===== config.mk =====
export PLATFORM = sky130hd
export DESIGN_NAME = control_sequencer
export DESIGN_NICKNAME = d
export VERILOG_FILES = /design/src/rtl/control_sequencer_pkg.sv /design/src/rtl/control_sequencer_instr_decoder.sv /design/src/rtl/control_sequencer.sv
export SDC_FILE = /design/constraint.sdc
export NUM_CORES = 1
export LEC_CHECK = 0
export ABC_AREA = 1
export BUFFER_PORTS_ARGS = -buffer_cell sky130_fd_sc_hd__clkbuf_2
export CAP_MARGIN = 10
export CORE_ASPECT_RATIO = 1.1
export CORE_UTILIZATION = 52
export DETAILED_ROUTE_END_ITERATION = 10
export PLACE_DENSITY = 0.95
export SYNTH_ARGS = -nofsm -noshare
export SYNTH_HDL_FRONTEND = slang
export SYNTH_SLANG_ARGS = --single-unit

===== constraint.sdc =====
create_clock -name clk -period 3.8 [get_ports clk]
set_input_delay 0 -clock clk [delete_from_list [all_inputs] [get_ports clk]]
set_output_delay 0 -clock clk [all_outputs]
set_load 0.1 [all_outputs]

===== src/rtl/control_sequencer_pkg.sv =====
// Shared definitions for the control sequencer: opcodes, ALU codes and
// instruction field positions.
package control_sequencer_pkg;

    localparam int INSTR_WIDTH = 16;

    localparam int OP_MSB  = 15;
    localparam int OP_LSB  = 12;
    localparam int RD_MSB  = 11;
    localparam int RD_LSB  = 9;
    localparam int RS1_MSB = 8;
    localparam int RS1_LSB = 6;
    localparam int RS2_MSB = 5;
    localparam int RS2_LSB = 3;
    localparam int IMM_MSB = 7;
    localparam int IMM_LSB = 0;

    localparam logic [3:0] OP_NOP  = 4'h0;
    localparam logic [3:0] OP_ADD  = 4'h1;
    localparam logic [3:0] OP_SUB  = 4'h2;
    localparam logic [3:0] OP_AND  = 4'h3;
    localparam logic [3:0] OP_OR   = 4'h4;
    localparam logic [3:0] OP_XOR  = 4'h5;
    localparam logic [3:0] OP_LDI  = 4'h6;
    localparam logic [3:0] OP_MOV  = 4'h7;
    localparam logic [3:0] OP_JMP  = 4'h8;
    localparam logic [3:0] OP_BZ   = 4'h9;
    localparam logic [3:0] OP_HALT = 4'hF;

    localparam logic [2:0] ALU_ADD    = 3'd0;
    localparam logic [2:0] ALU_SUB    = 3'd1;
    localparam logic [2:0] ALU_AND    = 3'd2;
    localparam logic [2:0] ALU_OR     = 3'd3;
    localparam logic [2:0] ALU_XOR    = 3'd4;
    localparam logic [2:0] ALU_PASS_A = 3'd5;

endpackage


===== src/rtl/control_sequencer_instr_decoder.sv =====
// Combinational instruction decoder: splits the instruction register into
// register fields, immediate, ALU operation and control flags.
module control_sequencer_instr_decoder
    import control_sequencer_pkg::*;
(
    input  logic [INSTR_WIDTH-1:0] ir_i,
    output logic [2:0]             rd_o,
    output logic [2:0]             rs1_o,
    output logic [2:0]             rs2_o,
    output logic [7:0]             imm8_o,
    output logic [2:0]             alu_op_o,
    output logic                   writes_rd_o,
    output logic                   is_ldi_o,
    output logic                   is_jmp_o,
    output logic                   is_bz_o,
    output logic                   is_halt_o
);

    logic [3:0] op;

    assign op     = ir_i[OP_MSB:OP_LSB];
    assign rd_o   = ir_i[RD_MSB:RD_LSB];
    assign rs1_o  = ir_i[RS1_MSB:RS1_LSB];
    assign rs2_o  = ir_i[RS2_MSB:RS2_LSB];
    assign imm8_o = ir_i[IMM_MSB:IMM_LSB];

    always_comb begin
        alu_op_o    = ALU_ADD;
        writes_rd_o = 1'b0;
        is_ldi_o    = 1'b0;
        is_jmp_o    = 1'b0;
        is_bz_o     = 1'b0;
        is_halt_o   = 1'b0;
        case (op)
            OP_ADD: begin alu_op_o = ALU_ADD;    writes_rd_o = 1'b1; end
            OP_SUB: begin alu_op_o = ALU_SUB;    writes_rd_o = 1'b1; end
            OP_AND: begin alu_op_o = ALU_AND;    writes_rd_o = 1'b1; end
            OP_OR:  begin alu_op_o = ALU_OR;     writes_rd_o = 1'b1; end
            OP_XOR: begin alu_op_o = ALU_XOR;    writes_rd_o = 1'b1; end
            OP_LDI: begin is_ldi_o = 1'b1;       writes_rd_o = 1'b1; end
            OP_MOV: begin alu_op_o = ALU_PASS_A; writes_rd_o = 1'b1; end
            OP_JMP:  is_jmp_o  = 1'b1;
            OP_BZ:   is_bz_o   = 1'b1;
            OP_HALT: is_halt_o = 1'b1;
            default: ;
        endcase
    end

endmodule


===== src/rtl/control_sequencer.sv =====
// Multi-cycle fetch/decode/execute/writeback sequencer driving the
// register file, ALU opcode and instruction memory address.
module control_sequencer
    import control_sequencer_pkg::*;
#(
    parameter int PC_WIDTH       = 8,
    parameter int DATA_WIDTH     = 8,
    parameter int REG_ADDR_WIDTH = 3,
    parameter int RESET_PC       = 0
) (
    input  logic                      clk,
    input  logic                      reset,
    output logic [PC_WIDTH-1:0]       instr_addr,
    input  logic [INSTR_WIDTH-1:0]    instr_data,
    output logic [REG_ADDR_WIDTH-1:0] read_reg1,
    output logic [REG_ADDR_WIDTH-1:0] read_reg2,
    input  logic [DATA_WIDTH-1:0]     read_data1,
    input  logic [DATA_WIDTH-1:0]     read_data2,
    output logic [2:0]                alu_op,
    input  logic [DATA_WIDTH-1:0]     alu_result,
    output logic [REG_ADDR_WIDTH-1:0] write_reg,
    output logic                      write_enable,
    output logic [DATA_WIDTH-1:0]     write_data,
    output logic                      halted
);

    typedef enum logic [2:0] {
        S_FETCH,
        S_DECODE,
        S_EXEC,
        S_WB,
        S_HALT
    } state_e;

    state_e                 state_q, state_d;
    logic [PC_WIDTH-1:0]    pc_q, pc_d;
    logic [INSTR_WIDTH-1:0] ir_q, ir_d;
    logic [DATA_WIDTH-1:0]  result_q, result_d;

    logic [2:0] rd, rs1, rs2;
    logic [7:0] imm8;
    logic       writes_rd, is_ldi, is_jmp, is_bz, is_halt;
    logic       unused_rd2;

    // Operand 2 only feeds the external ALU; the sequencer never inspects it.
    assign unused_rd2 = ^read_data2;

    control_sequencer_instr_decoder u_dec (
        .ir_i        (ir_q),
        .rd_o        (rd),
        .rs1_o       (rs1),
        .rs2_o       (rs2),
        .imm8_o      (imm8),
        .alu_op_o    (alu_op),
        .writes_rd_o (writes_rd),
        .is_ldi_o    (is_ldi),
        .is_jmp_o    (is_jmp),
        .is_bz_o     (is_bz),
        .is_halt_o   (is_halt)
    );

    always_ff @(posedge clk) begin
        if (reset) begin
            state_q  <= S_FETCH;
            pc_q     <= PC_WIDTH'(RESET_PC);
            ir_q     <= '0;
            result_q <= '0;
        end else begin
            state_q  <= state_d;
            pc_q     <= pc_d;
            ir_q     <= ir_d;
            result_q <= result_d;
        end
    end

    always_comb begin
        state_d  = state_q;
        pc_d     = pc_q;
        ir_d     = ir_q;
        result_d = result_q;
        case (state_q)
            S_FETCH:  state_d = S_DECODE;
            S_DECODE: begin
                ir_d    = instr_data;
                pc_d    = pc_q + PC_WIDTH'(1);
                state_d = S_EXEC;
            end
            S_EXEC: begin
                result_d = is_ldi ? DATA_WIDTH'(imm8) : alu_result;
                // BZ tests the register named by rd, routed through port 1.
                if (is_jmp || (is_bz && read_data1 == '0)) begin
                    pc_d = PC_WIDTH'(imm8);
                end
                if (is_halt) begin
                    state_d = S_HALT;
                end else if (writes_rd) begin
                    state_d = S_WB;
                end else begin
                    state_d = S_FETCH;
                end
            end
            S_WB:     state_d = S_FETCH;
            S_HALT:   state_d = S_HALT;
            default:  state_d = S_FETCH;
        endcase
    end

    assign instr_addr   = pc_q;
    assign read_reg1    = REG_ADDR_WIDTH'(is_bz ? rd : rs1);
    assign read_reg2    = REG_ADDR_WIDTH'(rs2);
    assign write_reg    = REG_ADDR_WIDTH'(rd);
    assign write_data   = result_q;
    assign write_enable = (state_q == S_WB);
    assign halted       = (state_q == S_HALT);

endmodule


==> flow_summary_export.csv <==
group,metric,value,unit
run_status,run_status,"finished clean",
routing,drt-pass1-iter-count,4,
floorplan,start_util,54.73,%
routing,remaining_drc_errors,0,
clock_network,cts_tree,"done",
power_and_ir_drop,power.share.clock,16.8,%
timing,tns,0,ns
worst_hold_path,hold_path.class,"in -> reg",
floorplan,die_area,0.003777,mm²
routing,num_vias,2038,
timing,rsz0062_at_grt,"false",
routing,met1_length,1967,µm
worst_setup_path,slowest_delay,0.60,ns
worst_setup_path,crit_fanout,37,
clock_network,cts_made_buffers,5,
floorplan,core.rowCount,22,
yosys,ys_ff_latch,35,
worst_setup_path,cpMaxStageDelayCell,"nor3_2",
worst_setup_path,end_kind,"flop",
yosys,synth_common_cells,"nand2_1, nor2_1, dfxtp_1, inv_1, nand3_1",
worst_hold_path,holdPathEnd,"write_data[6]$_SDFFE_PP0P_",
timing,max_slew.worst_pin.slew,0.8544,ns
yosys,synth_top_family_by_area,"simple AND/OR/NAND/NOR gates",
yosys,synth_edf_count,0,
placed_design,dp_hpwl,3066,µm
global_routing,grt_start_max_net_pins,38,
final_layout,fin_util,70.68,%
yosys,synth.area.top_cells,"dfxtp_1, nand2_1, nor2_1",
power_and_ir_drop,switchingPower,589.5,µW
global_routing,grt_pass1_wl,8107,µm
yosys,synthAdderAreaFrac,0.6807,%
yosys,ys_warn_count,0,
routing,topRoutingLayerUsed,"met4",
clock_network,cts.path.max_buffers,2,
clock_network,cts_resized,0,
routing,viasPerCell,5.070,
routing,wl_per_cell,12.09,µm
worst_setup_path,path_buf_inv,2,
floorplan,die_x,58.69,µm
worst_setup_path,r2r-start,"state_q[0]$_SDFF_PP0_",
worst_setup_path,cp.arrival,2.27,ns
placed_design,place_ws,1.831,ns
power_and_ir_drop,pwr-share-seq,38.7,%
floorplan,dieHeight,64.36,µm
timing,relSlewSlack,42.98,%
yosys,synth_simple_gate_area_share,32.88,%
yosys,yosysMostFrequentCell,"nand2_1",
global_routing,grt_pass1_vias,1948,
routing,drt_iter0_markers,82,
power_and_ir_drop,p_leak,0.001253,µW
job,max_cap_violations,0,
worst_setup_path,r2r_cells,5,
routing,wl_met2,2437,µm
floorplan,core,0.003358,mm²
worst_hold_path,hold_depth,5,
final_layout,fillers,318,
worst_hold_path,hold_path_startpoint,"alu_result[6]",
global_routing,grt_use_total,28.78,%
yosys,synth_top_cell_area_share,38.12,%
final_layout,syn_to_final_growth,29.14,%
placed_design,portBuffers,63,
floorplan,io_pins,72,
final_layout,post_route_cells_drive_above_1_share,23.51,%
yosys,syn_inst,278,
yosys,syn_nets,321,
yosys,synthXorXnorAreaFrac,0.4765,%
yosys,synthDistinctLibCells,25,
routing,postRouteAntennaNets,0,
global_routing,antenna_found_initial,1,
timing,post-route-min-period,2.049,ns
yosys,synthArstFlopShare,0,%
yosys,synth_top_area_cell,"dfxtp_1",
global_routing,grt-ovfl-total,0,
yosys,muxShareOfSynthArea,0,%
clock_network,clkTransAtPathRegs,0.10,ns
routing,route.met3.wl,260,µm
timing,clock_skew,0.002541,ns
power_and_ir_drop,internal-power,595.5,µW
clock_network,htree_levels,2,
power_and_ir_drop,pwr-share-comb,44.5,%
worst_setup_path,rrSetupSlack,1.75,ns
worst_setup_path,worstPathRequired,4.02,ns
worst_setup_path,path_delay_family,"simple AND/OR/NAND/NOR gates",
final_layout,nets,395,
timing,whs,0.008414,ns
clock_network,cts_root_buf,"clkbuf_4",
clock_network,clkSinkCount,35,
clock_network,insertion_delay,0.34,ns
yosys,synth_flop_cell,"dfxtp_1",
timing,fin_ws,1.751,ns
worst_setup_path,regToRegEndpoint,"ir_q[14]$_SDFFE_PP0P_",
timing,max_freq,0.4880,GHz
power_and_ir_drop,max-vdd-ir-drop,357.3,µV
power_and_ir_drop,p_per_area,499.3,mW/mm²
timing,setup_viol,0,
timing,hold_violations,0,
yosys,seq_area_frac_synth,38.12,%
yosys,syn_area,0.001838,mm²
yosys,synth_compound_area_share,15.04,%
yosys,avgSynthCellArea,6.612,µm²
timing,slew_viol_final,0,
placed_design,routabilityCongestion,0.8193,
routing,wirelength,4860,µm
worst_setup_path,start_kind,"flop",
timing,layout_worst_path_cycle_share,53.93,%
worst_setup_path,path_cells,"inv_1, nor3_2, inv_2, o21ai_0, a21oi_1",
power_and_ir_drop,switching_share,49.75,%
worst_setup_path,crit_type,"reg -> reg",
-- registers in the layout, summed over array words and instances (netlist names) --
signal      count
instr_addr      8
ir_q           16
state_q         3
write_data      8
-- cells in the final DEF, fill, tap and decap left out --
cell / netlist / layout
a211oi_1: 1 / 1
a21oi_1: 16 / 16
a31oi_1: 1 / 1
clkbuf_1: 5 / 2
clkbuf_2: 0 / 63
clkbuf_4: 0 / 5
clkinv_2: 1 / 2
dfxtp_1: 35 / 35
diode_2: 0 / 1
dlygate4sd3_1: 0 / 21
ha_1: 1 / 1
inv_1: 30 / 30
inv_2: 4 / 4
nand2_1: 58 / 58
nand2_2: 3 / 3
nand2_4: 1 / 1
nand3_1: 26 / 26
nand3_2: 3 / 3
nand4_1: 1 / 1
nor2_1: 45 / 45
nor2_4: 1 / 1
nor3_2: 1 / 1
o211ai_1: 8 / 8
o21ai_0: 23 / 23
o31ai_1: 1 / 1
xnor2_1: 1 / 1
-- routing by layer --
layer  up-vias  GRT usage (%)
li1       1031              -
met1       907          30.94
met2        84          50.00
met3        16          7.287
met4         0          16.67
met5         -              0
-- cells by family (layout without fill, tap and decap cells) --
logic type,after synthesis,after routing
AND/OR/NAND/NOR,139,139
buffers and inverters,52,127
AO/OA/AOI/OAI,50,50
flip-flops,35,35
adder cells (fa/ha/maj),1,1
XOR/XNOR,1,1
other,0,1
-- worst max-delay path by stage --
stage	start	endpoint	cells after the start
6_report	state_q[0]$_SDFF_PP0_	ir_q[14]$_SDFFE_PP0P_	5
5_1_grt	state_q[0]$_SDFF_PP0_	ir_q[15]$_SDFFE_PP0P_	5
4_1_cts	state_q[0]$_SDFF_PP0_	ir_q[15]$_SDFFE_PP0P_	5
3_5_place_dp	state_q[0]$_SDFF_PP0_	ir_q[15]$_SDFFE_PP0P_	5
3_3_place_gp	state_q[2]$_SDFF_PP0_	ir_q[13]$_SDFFE_PP0P_	4
2_1_floorplan	ir_q[14]$_SDFFE_PP0P_	alu_op[1]	4
-- worst reg2reg max path, cell delays in order (launching register included) --
cell and delay, ns:
dfxtp_1 0.37, inv_1 0.08, nor3_2 0.60, inv_2 0.47, o21ai_0 0.35, a21oi_1 0.06
-- repair_timing --
action	4_1_cts	5_1_grt
endpoints found under the hold margin	23	0
hold buffers	21	0
buffers inserted	0	0
-- through the flow --
stage	cell area (µm²)	instances	total power [µW]
final	2374	402	1185
after CTS	2371	401	1180
after detailed placement	2111	372	971.4
after global routing	2374	402	1249
after floorplan	1838	278	898.4
after global placement	2111	372	961.3
-- power groups by stage --
stage / logic [µW] / registers, µW / clock network, µW
2_1_floorplan: 294 / 604 / 0
3_3_place_gp: 499 / 462 / 0
3_5_place_dp: 506 / 465 / 0
4_1_cts: 524 / 457 / 198
5_1_grt: 562 / 464 / 223
6_report: 527 / 459 / 199
-- final cells by class --
class	instances	area (µm²)	area share [%]
clock inverters	1	5.005	0.2109
well taps	48	60.06	2.530
inverters	35	132.6	5.588
diodes	1	2.502	0.1054
repair buffers	84	525.5	22.14
flip-flops and latches	35	700.7	29.52
multi-input cells	191	902.1	38.01
clock buffers	7	45.04	1.898
Power figures use the tool's default switching activity.
